**src/rtl/ram_arb_pkg.sv**
```systemverilog
// Shared types for the RAM data-port arbiter: master ids, arbiter state and request payload.
package ram_arb_pkg;

  localparam int unsigned NUM_MASTERS = 2;
  localparam int unsigned ADDR_W      = 32;
  localparam int unsigned DATA_W      = 32;
  localparam int unsigned BE_W        = 4;

  typedef logic master_id_t;

  typedef enum logic {
    ARB_OPEN   = 1'b0,
    ARB_LOCKED = 1'b1
  } arb_state_t;

  typedef struct packed {
    logic              we;
    logic [BE_W-1:0]   be;
    logic [ADDR_W-1:0] addr;
    logic [DATA_W-1:0] wdata;
  } ram_req_t;

endpackage

```
**src/rtl/ram_arb_grant.sv**
```systemverilog
// Combinational grant select for the two RAM masters.
// Tie policy: round-robin when ARB_ROUND_ROBIN_EN is defined, else fixed m0 priority.
module ram_arb_grant
  import ram_arb_pkg::*;
(
  input  logic [NUM_MASTERS-1:0] req_i,
  input  arb_state_t             state_i,
  input  master_id_t             owner_i,
  input  master_id_t             last_i,
  input  logic                   cnt_full_i,
  output master_id_t             g_o,
  output logic                   grant_vld_o
);

`ifndef ARB_ROUND_ROBIN_EN
  logic unused_last;
  assign unused_last = last_i;
`endif

  always_comb begin
    grant_vld_o = |req_i;
    g_o         = 1'b0;
    if (state_i == ARB_LOCKED && req_i[owner_i] && !cnt_full_i) begin
      g_o = owner_i;
    end else if (req_i == 2'b10) begin
      g_o = 1'b1;
    end else if (req_i == 2'b01) begin
      g_o = 1'b0;
    end else if (req_i == 2'b11) begin
      // An exhausted burst always hands over to the waiting master.
      if (state_i == ARB_LOCKED && cnt_full_i) begin
        g_o = ~owner_i;
      end else begin
`ifdef ARB_ROUND_ROBIN_EN
        g_o = ~last_i;
`else
        g_o = 1'b0;
`endif
      end
    end
  end

endmodule

```
**src/rtl/ram_data_arbiter.sv**
```systemverilog
// Shares the RAM data port between the core LSU (m0) and the debug/DMA loader (m1),
// with bounded locked bursts. Tie policy selected by ARB_ROUND_ROBIN_EN.
module ram_data_arbiter
  import ram_arb_pkg::*;
#(
  parameter int unsigned MAX_BURST = 4
) (
  input  logic              clk,
  input  logic              reset,
  input  logic              m0_req,
  input  logic              m0_we,
  input  logic [BE_W-1:0]   m0_be,
  input  logic [ADDR_W-1:0] m0_addr,
  input  logic [DATA_W-1:0] m0_wdata,
  input  logic              m0_lock,
  output logic              m0_ack,
  output logic              m0_rvalid,
  output logic [DATA_W-1:0] m0_rdata,
  input  logic              m1_req,
  input  logic              m1_we,
  input  logic [BE_W-1:0]   m1_be,
  input  logic [ADDR_W-1:0] m1_addr,
  input  logic [DATA_W-1:0] m1_wdata,
  input  logic              m1_lock,
  output logic              m1_ack,
  output logic              m1_rvalid,
  output logic [DATA_W-1:0] m1_rdata,
  output logic              ram_require,
  output logic              ram_we,
  output logic [BE_W-1:0]   ram_be,
  output logic [ADDR_W-1:0] ram_addr,
  output logic [DATA_W-1:0] ram_wdata,
  input  logic [DATA_W-1:0] ram_rdata
);

  localparam int unsigned CNT_W = $clog2(MAX_BURST + 1);

  arb_state_t       state_q, state_d;
  master_id_t       owner_q, owner_d;
  master_id_t       last_q, last_d;
  master_id_t       rd_id_q, rd_id_d;
  logic             rd_pend_q, rd_pend_d;
  logic [CNT_W-1:0] cnt_q, cnt_d;

  ram_req_t         req0, req1, sel;
  master_id_t       g;
  logic             grant_vld;
  logic             accept;
  logic             cnt_full;
  logic             lock_g;

  assign req0     = '{we: m0_we, be: m0_be, addr: m0_addr, wdata: m0_wdata};
  assign req1     = '{we: m1_we, be: m1_be, addr: m1_addr, wdata: m1_wdata};
  assign cnt_full = (cnt_q >= CNT_W'(MAX_BURST));

  ram_arb_grant u_grant (
    .req_i       ({m1_req, m0_req}),
    .state_i     (state_q),
    .owner_i     (owner_q),
    .last_i      (last_q),
    .cnt_full_i  (cnt_full),
    .g_o         (g),
    .grant_vld_o (grant_vld)
  );

  // g is 0 when nobody requests, so the idle bus shows m0's fields.
  assign accept = grant_vld & reset;
  assign sel    = g ? req1 : req0;
  assign lock_g = g ? m1_lock : m0_lock;

  assign ram_require = accept;
  assign ram_we      = sel.we;
  assign ram_be      = sel.be;
  assign ram_addr    = sel.addr;
  assign ram_wdata   = sel.wdata;

  assign m0_ack    = accept & (g == 1'b0);
  assign m1_ack    = accept & (g == 1'b1);
  assign m0_rvalid = rd_pend_q & reset & (rd_id_q == 1'b0);
  assign m1_rvalid = rd_pend_q & reset & (rd_id_q == 1'b1);
  assign m0_rdata  = ram_rdata;
  assign m1_rdata  = ram_rdata;

  always_ff @(posedge clk) begin
    if (!reset) begin
      state_q   <= ARB_OPEN;
      owner_q   <= 1'b0;
      last_q    <= 1'b1;
      rd_id_q   <= 1'b0;
      rd_pend_q <= 1'b0;
      cnt_q     <= '0;
    end else begin
      state_q   <= state_d;
      owner_q   <= owner_d;
      last_q    <= last_d;
      rd_id_q   <= rd_id_d;
      rd_pend_q <= rd_pend_d;
      cnt_q     <= cnt_d;
    end
  end

  // Lock/burst FSM and response tag.
  always_comb begin
    state_d   = ARB_OPEN;
    owner_d   = owner_q;
    last_d    = last_q;
    cnt_d     = '0;
    rd_pend_d = accept & ~sel.we;
    rd_id_d   = g;
    if (accept) begin
      last_d = g;
      if (state_q == ARB_LOCKED && cnt_full && g != owner_q) begin
        state_d = ARB_OPEN;
        cnt_d   = '0;
      end else if (lock_g) begin
        state_d = ARB_LOCKED;
        owner_d = g;
        if (state_q == ARB_LOCKED && g == owner_q) begin
          cnt_d = cnt_full ? cnt_q : cnt_q + CNT_W'(1);
        end else begin
          cnt_d = CNT_W'(1);
        end
      end
    end
  end

endmodule
```
**config.mk**
```make
export PLATFORM = sky130hd
export DESIGN_NAME = ram_data_arbiter
export DESIGN_NICKNAME = d
export VERILOG_FILES = /design/src/rtl/ram_arb_pkg.sv /design/src/rtl/ram_arb_grant.sv /design/src/rtl/ram_data_arbiter.sv
export SDC_FILE = /design/constraint.sdc
export NUM_CORES = 1
export LEC_CHECK = 0
export ABC_AREA = 1
export BUFFER_PORTS_ARGS = -buffer_cell sky130_fd_sc_hd__buf_4
export CAP_MARGIN = 20
export CORE_AREA = 10 10 113 115
export DETAILED_ROUTE_END_ITERATION = 10
export DIE_AREA = 0 0 123 125
export GPL_TIMING_DRIVEN = 0
export PLACE_DENSITY = 0.63
export SLEW_MARGIN = 30
export SYNTH_ARGS = -nofsm -noshare
export SYNTH_HDL_FRONTEND = slang
export SYNTH_SLANG_ARGS = --single-unit
```
**constraint.sdc**
```tcl
create_clock -name clk -period 1.6 [get_ports clk]
set_input_delay 0.16 -clock clk [delete_from_list [all_inputs] [get_ports clk]]
set_output_delay 0.16 -clock clk [all_outputs]
set_load 0.01 [all_outputs]
```
==> impl_metrics.json <==
{
  "worstPathRequired_ps": 1440,
  "cts_made_buffers": 3,
  "core_area_sq_um": 10600,
  "setup_violation_total_in_the_final_timing_report": 67,
  "clk-insertion-delay-late_ps": 220,
  "post_synthesis_cell_count": 342,
  "rrSetupSlack_ps": 130,
  "final_wtd_congestion": 0.901,
  "drt.antenna.violating_nets": 0,
  "timing.clock.skew_ps": 1.34,
  "cts_h_tree_depth": 1,
  "starting_utilization_of_the_core_area": 0.162,
  "power-per-cell-area_nw_per_um2": 387,
  "cp_slowest_cell": "dfxtp_4",
  "critical_path.cell_chain": "inv_2 -> nand3_2 -> nand3_4 -> nand2_4 -> buf_6 -> buf_12 -> clkbuf_16 -> nand2_2 -> nand2_2 -> buf_6",
  "detailedRoute.firstPassIterationCount": 4,
  "synth-compound-area-share": 0.0109,
  "timing.max_cap.violations": 0,
  "dominant_combinational_cell_family_by_area_after_synthesis": "simple AND/OR/NAND/NOR gates",
  "seq_area_frac_synth": 0.0815,
  "die_area_sq_um": 15400,
  "placement.cell_area_sq_um": 4010,
  "hold_removal_path_class": "in -> reg",
  "failed_checks": "setup timing",
  "area_growth_synth_to_finish_pct": 204,
  "power_leakage_nw": 2.93,
  "synthesis.nets": 520,
  "grt.overflow.total": 0,
  "critical_path.max_fanout": 6,
  "synth_xor_area_frac": 0,
  "synth_warnings": 0,
  "num_ports": 314,
  "postLayoutSetupSlackWorst_ps": -119,
  "globalRouteTotalUtil": 0.138,
  "die_h_um": 125,
  "clock_tree_from_tritoncts": "done",
  "critPathMaxStageDelay_ps": 350,
  "crit_type": "reg -> out",
  "synth_adder_area_share": 0.0145,
  "postRouteWirelength_um": 13300,
  "status": "finished, violations left",
  "dr_total_vias": 3234,
  "drtIter0Drc": 67,
  "routedWlPerCell_um": 16.9,
  "clk_pin_slew_worst_paths_ps": 40,
  "maximum_number_of_pins_on_one_net_before_global_route_repair": 11,
  "cell_chosen_for_the_clock_root": "clkbuf_8",
  "pre_cts_slack_ps": -139,
  "critical_path.endpoint_type": "output pin",
  "final_cell_area_sq_um": 5230,
  "hold_viol": 0,
  "fp.dieW_um": 123,
  "clockBufferDepth": 2,
  "dp.final_hpwl_um": 10500,
  "synth-seq-cells": 7,
  "number_of_global_route_vias_before_repair": 3182,
  "cp_top_family": "buffers and inverters",
  "cts.sink_count": 7,
  "final_slew_viol_count": 0,
  "num_antenna_cells": 0,
  "post_synth_and_or_nand_nor_area_fraction": 0.545,
  "post_synth.cell_area_avg_sq_um": 5.03,
  "tightest_slew_ps": 249,
  "fin_util": 0.493,
  "layout_worst_path_cycle_share": 1.07,
  "muxShareOfSynthArea": 0,
  "worst-endpoint-arrival_ps": 1560,
  "placementRows": 38,
  "rsz0062_at_grt": "yes",
  "initial_antenna_violation_count": 0,
  "slew-limit-headroom": 0.833,
  "via_per_inst": 4.10,
  "post_cts_hold_buffer_count": 0,
  "post-route-drc-count": 0,
  "num-nets-final": 828,
  "cp_num_buf_inv": 5,
  "synthDistinctLibCells": 15,
  "grt_first_pass_wirelength_um": 17000,
  "worst_setup_path_start_kind": "flop",
  "port_buffers": 281,
  "timing.final.crit_period_ps": 1720,
  "max_clock_freq_mhz": 582,
  "synthesis.area_sq_um": 1720,
  "max_rail_drop_vdd_uv": 171,
  "final_layout_size_suffix_gt1_frac": 0.770
}
-- Yosys cell counts --
library cell  instances  area (sq um)
nor2_1               12          45.0
ha_1                  2          25.0
nand3_1               5          25.0
inv_2                 2          7.51
a21oi_2               1          8.76
buf_2                14          70.1
buf_4                64           480
nand4_1               1          6.26
dfxtp_1               7           140
buf_6                 1          11.3
inv_1                 8          30.0
a21oi_1               2          10.0
nand3_2               3          30.0
nand2_2               2          12.5
nand2_1             218           818
-- through the flow --
stage	TNS, ps	total power, mW	instances	hold slack (ps)
floorplan	0	0.667	342	281
global placement	-604	1.38	763	417
detailed placement	-1350	1.39	763	422
CTS	-6070	1.80	778	184
global route	-10040	2.15	789	224
finish	-5320	2.02	789	187
-- logic make-up (layout without fill, tap and decap cells) --
kind of cell,count (synthesis),in the layout
simple gates,241,241
buf+inv,89,396
flops,7,7
compound gates,3,3
fa+ha+maj,2,2
-- metal layers --
layer  vias to the layer above  part of all wire  track usage
li1                       1575                 -            -
met1                      1462              0.32        0.123
met2                       186              0.54        0.267
met3                        11              0.13       0.0675
met4                         0             0.014       0.0302
met5                         -                 0            0
-- repair_timing --
action                                  in CTS  in global routing
endpoints found under the setup margin      71                 76
setup buffers                                8                  2
resized for setup                           99                152
gates cloned                                 3                 10
pin swaps                                   12                 31
-- area by class of cell --
class                   instances  area, sq um
repair inverters                1         11.3
well taps                     140          175
clock buffers                   4         45.0
inverters                      10         52.6
multi-input cells             246         1350
fillers                       994         5370
plain buffers                  79          732
repair buffers                302         2720
flip-flops and latches          7          151
-- worst register-to-register path, delay by kind of cell (launching register included) --
kind	cells	cell delay [ps]
compound gates	1	130
buf+inv	4	460
flops	1	350
simple gates	6	410
-- final timing paths --
kind             from     endpoint  cells past startpoint
max           owner_q  ram_addr[6]                     10
min             reset      owner_q                      3
max reg2reg   owner_q      owner_q                     11
min reg2reg  cnt_q[1]     cnt_q[1]                      2
-- power by group --
| group | leakage [nW] | internal [mW] | total, mW | switching [mW] |
|---|---|---|---|---|
| clock | 0.0228 | 0.172 | 0.240 | 0.0682 |
| combinational | 2.85 | 0.957 | 1.59 | 0.636 |
| sequential | 0.0595 | 0.182 | 0.190 | 0.00852 |
| total | 2.93 | 1.31 | 2.02 | 0.713 |
-- layout by cell type (no fill, tap or decap) --
| master | n |
|---|---|
| nand3_4 | 1 |
| buf_6 | 63 |
| inv_1 | 7 |
| clkbuf_8 | 3 |
| clkbuf_16 | 9 |
| dfxtp_1 | 4 |
| nand2_4 | 18 |
| inv_2 | 1 |
| buf_4 | 291 |
| inv_8 | 1 |
| nand3_1 | 3 |
| nor2_4 | 1 |
| clkinv_8 | 1 |
| ha_1 | 2 |
| buf_12 | 7 |
| clkbuf_1 | 1 |
| nand4_1 | 1 |
| nand3_2 | 4 |
| nand2_1 | 119 |
| a21oi_1 | 2 |
| dfxtp_4 | 3 |
| inv_4 | 1 |
| buf_16 | 2 |
| buf_8 | 9 |
| a21oi_2 | 1 |
| nand2_2 | 83 |
| nor2_1 | 10 |
| nor2_2 | 1 |
-- sequential cells by signal (all words and copies together), names as in the netlist --
| signal | flops |
|---|---|
| cnt_q | 3 |
| owner_q | 1 |
| rd_id_q | 1 |
| rd_pend_q | 1 |
| state_q | 1 |
No activity file was read; power rests on OpenSTA's default activity.
